[config.mk]
export PLATFORM = sky130hd
export DESIGN_NAME = mem_port_arbiter
export DESIGN_NICKNAME = d
export VERILOG_FILES = /design/src/rtl/mem_port_arbiter.sv
export SDC_FILE = /design/constraint.sdc
export NUM_CORES = 1
export LEC_CHECK = 0
export BUFFER_PORTS_ARGS = -buffer_cell sky130_fd_sc_hd__buf_4
export CAP_MARGIN = 20
export CORE_ASPECT_RATIO = 1.2
export CORE_UTILIZATION = 46
export CTS_CLUSTER_DIAMETER = 60
export DETAILED_ROUTE_END_ITERATION = 10
export PLACE_DENSITY = 0.9
export SETUP_SLACK_MARGIN = 0.02
export SYNTH_ARGS = -nofsm -noshare
export SYNTH_HDL_FRONTEND = slang
export SYNTH_SLANG_ARGS = --single-unit
[constraint.sdc]
create_clock -name clk -period 2.1 [get_ports clk]
set_input_delay 0.42 -clock clk [delete_from_list [all_inputs] [get_ports clk]]
set_output_delay 0.42 -clock clk [all_outputs]
set_load 0.01 [all_outputs]
[src/rtl/mem_port_arbiter.sv]
// mem_port_arbiter: shares one Wishbone-style memory port between the
// instruction-fetch requester and the MEM-stage data requester. MEM wins
// ties unless IF has already been passed over IF_STARVE_MAX times in a row.
// Transactions run one at a time: IDLE -> *_BUSY -> DONE -> IDLE. A fetch can
// be cancelled by a branch flush, and a silent slave is aborted after TIMEOUT
// bus cycles with bus_err_o raised alongside the ack.
module mem_port_arbiter #(
  parameter int IF_STARVE_MAX = 4,
  parameter int TIMEOUT       = 16
) (
  input  logic        clk,
  input  logic        rst,
  // instruction fetch requester
  input  logic        if_req_i,
  input  logic [31:0] if_addr_i,
  input  logic        if_flush_i,
  output logic [31:0] if_rdata_o,
  output logic        if_ack_o,
  // data requester
  input  logic        mem_req_i,
  input  logic        mem_we_i,
  input  logic [3:0]  mem_sel_i,
  input  logic [31:0] mem_addr_i,
  input  logic [31:0] mem_wdata_i,
  output logic [31:0] mem_rdata_o,
  output logic        mem_ack_o,
  // shared bus master port
  output logic        bus_cyc_o,
  output logic        bus_stb_o,
  output logic        bus_we_o,
  output logic [3:0]  bus_sel_o,
  output logic [31:0] bus_addr_o,
  output logic [31:0] bus_wdata_o,
  input  logic [31:0] bus_rdata_i,
  input  logic        bus_ack_i,
  output logic        bus_err_o,
  // stall requests towards ctrl
  output logic        stallreq_if_o,
  output logic        stallreq_mem_o
);

  typedef enum logic [1:0] {
    S_IDLE     = 2'd0,
    S_IF_BUSY  = 2'd1,
    S_MEM_BUSY = 2'd2,
    S_DONE     = 2'd3
  } state_t;

  // Counter widths: the starve counter must hold IF_STARVE_MAX itself,
  // the timeout counter only needs to reach TIMEOUT-1.
  localparam int SW = (IF_STARVE_MAX < 1) ? 1 : $clog2(IF_STARVE_MAX + 1);
  localparam int TW = (TIMEOUT < 2) ? 1 : $clog2(TIMEOUT);
  localparam logic [SW-1:0] STARVE_MAX_V = SW'(IF_STARVE_MAX);
  localparam logic [TW-1:0] TMO_LAST     = TW'(TIMEOUT - 1);

  state_t        r_state;
  logic [SW-1:0] r_starve;
  logic [TW-1:0] r_tmo;
  logic          r_bus_cyc;
  logic          r_bus_stb;
  logic          r_bus_we;
  logic [3:0]    r_bus_sel;
  logic [31:0]   r_bus_addr;
  logic [31:0]   r_bus_wdata;
  logic          r_bus_err;
  logic          r_if_ack;
  logic          r_mem_ack;
  logic [31:0]   r_if_rdata;
  logic [31:0]   r_mem_rdata;

  logic          w_if_starved;
  logic          w_grant_mem;
  logic          w_timeout;
  logic [31:0]   w_done_data;

  // IF has waited long enough: a pending fetch now beats a pending MEM access.
  assign w_if_starved = if_req_i && (r_starve == STARVE_MAX_V);
  assign w_grant_mem  = mem_req_i && !w_if_starved;
  assign w_timeout    = (r_tmo == TMO_LAST);
  // An aborted transaction returns zero rather than whatever floats on the bus.
  assign w_done_data  = bus_ack_i ? bus_rdata_i : 32'h0;

  // Arbitration FSM with all bus-facing and requester-facing outputs registered.
  // NOTE: every register here is updated with <= so that all of them see the
  // pre-edge values of each other; mixing in = would make the result depend on
  // statement order within the block.
  always_ff @(posedge clk) begin
    if (rst) begin
      r_state     <= S_IDLE;
      r_starve    <= '0;
      r_tmo       <= '0;
      r_bus_cyc   <= 1'b0;
      r_bus_stb   <= 1'b0;
      r_bus_we    <= 1'b0;
      r_bus_sel   <= 4'h0;
      r_bus_addr  <= 32'h0;
      r_bus_wdata <= 32'h0;
      r_bus_err   <= 1'b0;
      r_if_ack    <= 1'b0;
      r_mem_ack   <= 1'b0;
      r_if_rdata  <= 32'h0;
      r_mem_rdata <= 32'h0;
    end else begin
      case (r_state)
        S_IDLE: begin
          if (w_grant_mem) begin
            r_state     <= S_MEM_BUSY;
            r_bus_cyc   <= 1'b1;
            r_bus_stb   <= 1'b1;
            r_bus_we    <= mem_we_i;
            r_bus_sel   <= mem_sel_i;
            r_bus_addr  <= mem_addr_i;
            r_bus_wdata <= mem_wdata_i;
            r_tmo       <= '0;
            if (if_req_i && (r_starve != STARVE_MAX_V)) begin
              r_starve <= r_starve + 1'b1;
            end
          end else if (if_req_i) begin
            r_state     <= S_IF_BUSY;
            r_bus_cyc   <= 1'b1;
            r_bus_stb   <= 1'b1;
            r_bus_we    <= 1'b0;
            r_bus_sel   <= 4'hF;
            r_bus_addr  <= if_addr_i;
            r_tmo       <= '0;
            r_starve    <= '0;
          end
        end

        S_IF_BUSY, S_MEM_BUSY: begin
          if ((r_state == S_IF_BUSY) && if_flush_i) begin
            // Branch flush cancels the fetch outright, even against a same-cycle ack.
            r_state   <= S_IDLE;
            r_bus_cyc <= 1'b0;
            r_bus_stb <= 1'b0;
          end else if (bus_ack_i || w_timeout) begin
            r_state   <= S_DONE;
            r_bus_cyc <= 1'b0;
            r_bus_stb <= 1'b0;
            r_bus_err <= !bus_ack_i;
            if (r_state == S_IF_BUSY) begin
              r_if_ack   <= 1'b1;
              r_if_rdata <= w_done_data;
            end else begin
              r_mem_ack   <= 1'b1;
              r_mem_rdata <= w_done_data;
            end
          end else begin
            r_tmo <= r_tmo + 1'b1;
          end
        end

        S_DONE: begin
          // One-cycle ack window; no grant here so a still-high req is not served twice.
          r_state   <= S_IDLE;
          r_if_ack  <= 1'b0;
          r_mem_ack <= 1'b0;
          r_bus_err <= 1'b0;
        end

        default: begin
          r_state <= S_IDLE;
        end
      endcase
    end
  end

  assign bus_cyc_o   = r_bus_cyc;
  assign bus_stb_o   = r_bus_stb;
  assign bus_we_o    = r_bus_we;
  assign bus_sel_o   = r_bus_sel;
  assign bus_addr_o  = r_bus_addr;
  assign bus_wdata_o = r_bus_wdata;
  assign bus_err_o   = r_bus_err;
  assign if_ack_o    = r_if_ack;
  assign mem_ack_o   = r_mem_ack;
  assign if_rdata_o  = r_if_rdata;
  assign mem_rdata_o = r_mem_rdata;

  // Stalls depend only on raw requests and registered acks: no path back through ctrl.
  assign stallreq_if_o  = if_req_i  & ~r_if_ack;
  assign stallreq_mem_o = mem_req_i & ~r_mem_ack;

endmodule

# Word-level counts from Yosys, hierarchy flattened
# Index checks and enable logic that the tools add are counted.
[classes]
addsub = 2
n_eq_ne = 14
muxes = 36
bitwise_logic = 6
reduce_logical = 23
[ops]
columns = ["cell", "count"]
rows = [
  ["32-bit two-way mux", 3],
  ["4-bit two-way mux", 6],
  ["4-bit AND reduction", 5],
  ["1-bit two-way mux", 14],
  ["2-bit != test, second input constant", 5],
  ["3-bit two-way mux", 3],
  ["3-bit != test, second input constant", 3],
  ["3-bit AND reduction", 3],
  ["2-bit two-way mux", 4],
  ["1-bit case mux with 2 select lines", 4],
  ["4-bit case mux with 2 select lines", 1],
  ["2-bit case mux with 3 select lines", 1],
  ["2-bit AND reduction", 3],
  ["2-bit nonzero test", 3],
  ["4-bit by 1-bit adder with 4-bit output, second input constant", 1],
  ["2-bit equality test, second input constant", 2],
  ["4-bit equality test, second input constant", 1],
  ["1-bit logical AND", 4],
  ["1-bit inverter", 4],
  ["3-bit by 1-bit adder with 3-bit output, second input constant", 1],
  ["3-bit equality test, second input constant", 1],
  ["1-bit AND", 2],
  ["2-bit by 1-bit equality test with 1-bit output, second input constant", 1],
  ["1-bit logical NOT", 2],
  ["other kinds (4)", 4],
]
[totals]
regBits = 146
in_bits = 139
out_inout_bits = 140
wordCells = 94

# Depth between registers and ports, before layout
[logic_depth]
word_depth = 6
ltp_mapped = 9
ltp_nobuf = 6

# Worst setup path before layout
# No wires, ideal clock.
[synth_path]
path_kind = "reg2reg"
from = "register r_state[0]"
to = "register r_if_rdata[0], in the netlist if_rdata_o[0]"
setup_time_ps = 128
arrival_time_ps = 1516
t_required_ps = 1972
setup_slack_ps = 457
path_stages_with_launch = 9
n_path_buf = 3
synth_period_minus_slack_ps = 1643
path_cell_list = "dfxtp_1 -> inv_1 -> ha_1 -> buf_6 -> and3b_1 -> buf_2 -> buf_2 -> a32oi_1 -> nor2_1"
[synth_between]
elab_chain_len = 4
word_cells_on_any_way = 6
[synth_lines]
columns = ["item", "line_no", "rtl"]
rows = [
  ["start, declared", "56", "state_t r_state;"],
  ["start signal, assigned", "89", "r_state <= S_IDLE;"],
  ["start signal, assigned", "107", "r_state <= S_MEM_BUSY;"],
  ["start signal, assigned", "119", "r_state <= S_IF_BUSY;"],
  ["2-bit by 1-bit equality test with 1-bit output", "104, 131, 141", ""],
  ["1-bit logical AND", "131", "if ((r_state == S_IF_BUSY) && if_flush_i) begin"],
  ["1-bit inverter (no source line)", "n/a", ""],
  ["4-bit AND reduction (no source line) *", "n/a", ""],
  ["end signal, assigned", "143", "r_if_rdata <= w_done_data;"],
  ["end, declared", "68", "logic [31:0] r_if_rdata;"],
]
# Mark *: on every way between the ends. The rest lies on a longest branch, timed or not.
# A chain may end at the register's enable or synchronous reset.

# Final worst setup path
[layout_path]
from = "register r_state[0]"
to = "register r_if_rdata[19], in the netlist if_rdata_o[19]"
# Same word-level chain as after synthesis.

==> impl_results.html <==
<table>
<tr><th>Metric</th><th>Value</th></tr>
<tr><th colspan="2">Routing</th></tr>
<tr><td>Remaining antenna violation count after routing</td><td>0</td></tr>
<tr><td>Via total after detailed routing</td><td>5811</td></tr>
<tr><td>Uppermost layer routed</td><td>met4</td></tr>
<tr><td>Length of the first detailed-routing pass in iterations</td><td>5</td></tr>
<tr><td>Detailed Route Iter0 Violations</td><td>280</td></tr>
<tr><td>Vias per cell</td><td>5.37</td></tr>
<tr><td>M1 wire length</td><td>6.61 mm</td></tr>
<tr><td>Total DRC errors in the routed layout</td><td>0</td></tr>
<tr><td>Wire length per cell after detailed routing</td><td>15.4 um</td></tr>
<tr><td>Total length of routed wires</td><td>16.7 mm</td></tr>
<tr><td>Detailed route wirelength on metal3</td><td>967 um</td></tr>
<tr><td>Routed length on met2</td><td>8.66 mm</td></tr>
<tr><th colspan="2">Synthesis</th></tr>
<tr><td>Number of flops mapped to enable cells by yosys</td><td>0</td></tr>
<tr><td>Cell taking the most area after synthesis</td><td>sky130_fd_sc_hd__dfxtp_1</td></tr>
<tr><td>Post-synthesis average cell area</td><td>8.67 um2</td></tr>
<tr><td>Nets in the synthesized netlist</td><td>804</td></tr>
<tr><td>Total standard cell area after synthesis</td><td>5720 um2</td></tr>
<tr><td>Yosys top cell area share</td><td>0.511</td></tr>
<tr><td>Gate Count Post-Synth</td><td>659</td></tr>
<tr><td>Synth warnings</td><td>0</td></tr>
<tr><td>Post-synthesis cell type count</td><td>49</td></tr>
<tr><td>Post-synthesis async set-or-reset flop share</td><td>0</td></tr>
<tr><td>Dominant register cell in the synthesized netlist</td><td>sky130_fd_sc_hd__dfxtp_1</td></tr>
<tr><td>Post-synthesis sequential element count</td><td>146</td></tr>
<tr><td>Sequential share of the synthesized area</td><td>0.511</td></tr>
<tr><td>Leading cell types by total area after synthesis</td><td>sky130_fd_sc_hd__dfxtp_1 51%, sky130_fd_sc_hd__a32oi_1 9.8%, sky130_fd_sc_hd__nand2_1 9.2%</td></tr>
<tr><th colspan="2">Clock network</th></tr>
<tr><td>Root buffer selected by CTS</td><td>sky130_fd_sc_hd__clkbuf_16</td></tr>
<tr><td>CTS-repair resized insts</td><td>0</td></tr>
<tr><td>Number of levels in the clock H-tree</td><td>4</td></tr>
<tr><td>Sinks on the clock net</td><td>146</td></tr>
<tr><td>Setup Fix Bufs, Post-CTS</td><td>0</td></tr>
<tr><td>Post-cts hold buffer count</td><td>0</td></tr>
<tr><td>Largest buffer count on any clock path</td><td>2</td></tr>
<tr><td>CTS buffer count</td><td>17</td></tr>
<tr><td>Clk Latency, worst-skew pair</td><td>410 ps</td></tr>
<tr><td>TritonCTS clock tree</td><td>yes</td></tr>
<tr><td>Clock Pin Slew Worst Setup and Hold Paths</td><td>60 ps</td></tr>
<tr><th colspan="2">Final layout</th></tr>
<tr><td>Layout-stage area growth over the synthesis result</td><td>46.7%</td></tr>
<tr><td>Final Instance Area</td><td>8380 um2</td></tr>
<tr><td>Fin nets</td><td>1054</td></tr>
<tr><td>Area of the multi-input gates</td><td>2420 um2</td></tr>
<tr><td>Ant diodes</td><td>0</td></tr>
<tr><td>Fill cell instance count of the final layout</td><td>967</td></tr>
<tr><td>Share of post-route cells with drive strength above 1</td><td>0.369</td></tr>
<tr><td>Area used by sequential logic in the layout</td><td>2920 um2</td></tr>
<tr><th colspan="2">Outcome</th></tr>
<tr><td>Result of the run</td><td>complete, no violations</td></tr>
<tr><th colspan="2">Worst setup path</th></tr>
<tr><td>Reg-to-Reg End</td><td>if_rdata_o[19]</td></tr>
<tr><td>Crit path launch type</td><td>flop</td></tr>
<tr><td>Required time of the worst setup path</td><td>2380 ps</td></tr>
<tr><td>Worst path max stage delay</td><td>370 ps</td></tr>
<tr><td>Worst reg2reg path startpoint</td><td>r_state[0]</td></tr>
<tr><td>Slowest-stage cell, CP</td><td>sky130_fd_sc_hd__dfxtp_1</td></tr>
<tr><td>Number of cells on the worst reg-to-reg path</td><td>7</td></tr>
<tr><td>Kind of cell with the highest combined delay on the critical path</td><td>simple AND/OR/NAND/NOR gates</td></tr>
<tr><td>Critical Setup Path Class</td><td>reg -&gt; reg</td></tr>
<tr><td>Register-to-register setup slack</td><td>250 ps</td></tr>
<tr><td>Sum of buffers and inverters on the critical path</td><td>2</td></tr>
<tr><td>Worst-path fanout max</td><td>22</td></tr>
<tr><td>Crit-path cells</td><td>inv_1, ha_1, and3b_1, nand2_2, buf_12, a32oi_1, nor2_1</td></tr>
<tr><td>CP Capture Type</td><td>flop</td></tr>
<tr><td>Crit path DAT</td><td>2120 ps</td></tr>
<tr><th colspan="2">STA</th></tr>
<tr><td>Final hold violation count</td><td>0</td></tr>
<tr><td>Total Neg Setup Slack</td><td>0 ps</td></tr>
<tr><td>Final setup violation count</td><td>0</td></tr>
<tr><td>Worst clock skew</td><td>9.71 ps</td></tr>
<tr><td>Slew @ Worst Pin</td><td>651 ps</td></tr>
<tr><td>Highest Clock Rate</td><td>542 MHz</td></tr>
<tr><td>Max-slew violations</td><td>0</td></tr>
<tr><td>Final Critical Period</td><td>1850 ps</td></tr>
<tr><td>RSZ-0062 raised after global routing</td><td>false</td></tr>
<tr><td>Post-route fraction of the period consumed by the critical path</td><td>0.879</td></tr>
<tr><td>Worst-case headroom to the max-slew limit</td><td>0.566</td></tr>
<tr><th colspan="2">Die</th></tr>
<tr><td>FP Rows</td><td>44</td></tr>
<tr><td>Core Box Area</td><td>12100 um2</td></tr>
<tr><td>Die X</td><td>104 um</td></tr>
<tr><td>I/O pin count</td><td>279</td></tr>
<tr><td>Starting density of the core</td><td>0.472</td></tr>
<tr><td>Overall die area</td><td>12900 um2</td></tr>
<tr><td>Die Y-Extent</td><td>124 um</td></tr>
<tr><th colspan="2">Global routing</th></tr>
<tr><td>Via count of the first global-routing pass</td><td>5396</td></tr>
<tr><td>Maximum number of pins on one net before global-route repair</td><td>74</td></tr>
<tr><td>GR Util All Layers</td><td>0.249</td></tr>
<tr><td>Antenna violations before repair</td><td>0</td></tr>
<tr><td>Global-route wire length before repair</td><td>25.9 mm</td></tr>
<tr><td>Overflow after GRT</td><td>0</td></tr>
<tr><th colspan="2">Min path</th></tr>
<tr><td>Start point of the worst hold path</td><td>mem_wdata_i[4]</td></tr>
<tr><td>Min-Delay Path Class</td><td>in -&gt; reg</td></tr>
<tr><td>Depth of the worst hold-timing path</td><td>3</td></tr>
<tr><td>Hold EP</td><td>bus_wdata_o[4]</td></tr>
<tr><th colspan="2">Power</th></tr>
<tr><td>Worst IR drop on VDD</td><td>0.000694 V</td></tr>
<tr><td>Power per unit of standard cell area</td><td>1190 nW/um2</td></tr>
<tr><td>Standby leakage power</td><td>0.00373 uW</td></tr>
<tr><th colspan="2">Placed design</th></tr>
<tr><td>Post-detailed-placement half-perimeter wirelength</td><td>11.4 mm</td></tr>
<tr><td>Cell area after placement</td><td>7800 um2</td></tr>
<tr><td>Final GP Congestion</td><td>0.868</td></tr>
<tr><td>Count of port buffers added during placement</td><td>278</td></tr>
<tr><th colspan="2">Run</th></tr>
<tr><td>Max cap viols</td><td>0</td></tr>
</table>
-- worst max path at each step --
stage	start	to	slack (ps)	cells past startpoint
after floorplan	r_state[0]	if_rdata_o[0]	460	8
after global placement	r_state[0]	r_tmo[0]	360	7
after detailed placement	r_state[0]	r_tmo[0]	300	7
after CTS	r_state[0]	if_rdata_o[19]	260	7
after global routing	r_state[0]	if_rdata_o[19]	70	7
final	r_state[0]	if_rdata_o[19]	250	7
-- power by group --
part | total, uW | internal [uW] | switching, uW
Clock | 2900 | 1710 | 1190
Combinational | 3430 | 1520 | 1910
Sequential | 3610 | 3310 | 300
-- cells in the mapped netlist (2+ instances only) --
cell / instances
sky130_fd_sc_hd__ha_1: 6
sky130_fd_sc_hd__a21oi_1: 44
sky130_fd_sc_hd__buf_2: 24
sky130_fd_sc_hd__o21ai_0: 34
sky130_fd_sc_hd__a32oi_1: 64
sky130_fd_sc_hd__a21boi_4: 2
sky130_fd_sc_hd__nand3_1: 4
sky130_fd_sc_hd__o21ai_1: 5
sky130_fd_sc_hd__nand2_1: 140
sky130_fd_sc_hd__dfxtp_1: 146
sky130_fd_sc_hd__nor2_1: 75
sky130_fd_sc_hd__buf_6: 6
sky130_fd_sc_hd__buf_4: 5
sky130_fd_sc_hd__nor2b_1: 2
sky130_fd_sc_hd__nand4_1: 2
sky130_fd_sc_hd__nand3_2: 2
sky130_fd_sc_hd__nand2_2: 2
sky130_fd_sc_hd__buf_1: 3
sky130_fd_sc_hd__a31oi_1: 33
sky130_fd_sc_hd__clkbuf_1: 21
sky130_fd_sc_hd__inv_1: 10
sky130_fd_sc_hd__clkbuf_2: 2
-- flip-flops by register name (all words and copies together) (netlist names) --
register,flops
if_ack_o,1
mem_rdata_o,32
r_starve,3
mem_ack_o,1
bus_err_o,1
r_tmo,4
bus_stb_o,1
bus_wdata_o,32
bus_sel_o,4
if_rdata_o,32
bus_addr_o,32
bus_we_o,1
r_state,2
-- area by class of cell --
type / instances / share of cell area
Sequential cell: 146 / 0.349
Multi-Input combinational cell: 441 / 0.288
Timing Repair Buffer: 293 / 0.265
Clock buffer: 19 / 0.0540
Tap cell: 161 / 0.0240
Clock inverter: 13 / 0.0151
Inverter: 10 / 0.00448
-- cell usage in the layout, fill, tap and decap left out, types with 2 or more instances in the layout --
cell,Yosys,layout
sky130_fd_sc_hd__a21boi_4,2,2
sky130_fd_sc_hd__a21oi_1,44,44
sky130_fd_sc_hd__a31oi_1,33,33
sky130_fd_sc_hd__a32oi_1,64,64
sky130_fd_sc_hd__buf_12,0,2
sky130_fd_sc_hd__buf_4,5,291
sky130_fd_sc_hd__clkbuf_16,0,17
sky130_fd_sc_hd__clkbuf_8,1,2
sky130_fd_sc_hd__clkinv_4,0,3
sky130_fd_sc_hd__clkinvlp_4,0,4
sky130_fd_sc_hd__dfxtp_1,146,146
sky130_fd_sc_hd__ha_1,6,6
sky130_fd_sc_hd__inv_1,10,10
sky130_fd_sc_hd__inv_6,0,4
sky130_fd_sc_hd__nand2_1,140,140
sky130_fd_sc_hd__nand2_2,2,2
sky130_fd_sc_hd__nand3_1,4,4
sky130_fd_sc_hd__nand3_2,2,2
sky130_fd_sc_hd__nand4_1,2,2
sky130_fd_sc_hd__nor2_1,75,75
sky130_fd_sc_hd__o21ai_0,34,34
sky130_fd_sc_hd__o21ai_1,5,5
-- metal layers --
layer | vias up | track usage
li1 | 2830 | -
met1 | 2706 | 0.282
met4 | 0 | 0.114
met5 | - | 0
met3 | 34 | 0.0597
met2 | 241 | 0.448
-- tightest hold or removal path, stage by stage --
cell and delay, ps:
sky130_fd_sc_hd__buf_4 100, sky130_fd_sc_hd__nand2_1 40, sky130_fd_sc_hd__a21oi_1 50
-- stage by stage --
step / hold slack, ps / utilization / power, uW / std cells / setup WS, ps
floorplan: 449 / - / 5680 / 659 / 457
global placement: 442 / 0.644 / 6990 / 1051 / 355
detailed placement: 447 / 0.644 / 7080 / 1051 / 300
CTS: 243 / 0.692 / 10000 / 1083 / 264
global route: 262 / 0.692 / 10500 / 1083 / 74.8
finish: 262 / 0.692 / 9950 / 1083 / 255
-- logic make-up (layout without fill, tap and decap cells) --
group	count (synthesis)	in the layout	share of synthesized area
compound gates	193	193	0.232
buf+inv	72	335	0.0659
mux	3	3	0.00635
flops	146	146	0.511
xor+xnor	1	1	0.00153
simple gates	238	238	0.170
fa+ha+maj	6	6	0.0131
Power figures use the tool's default switching activity.
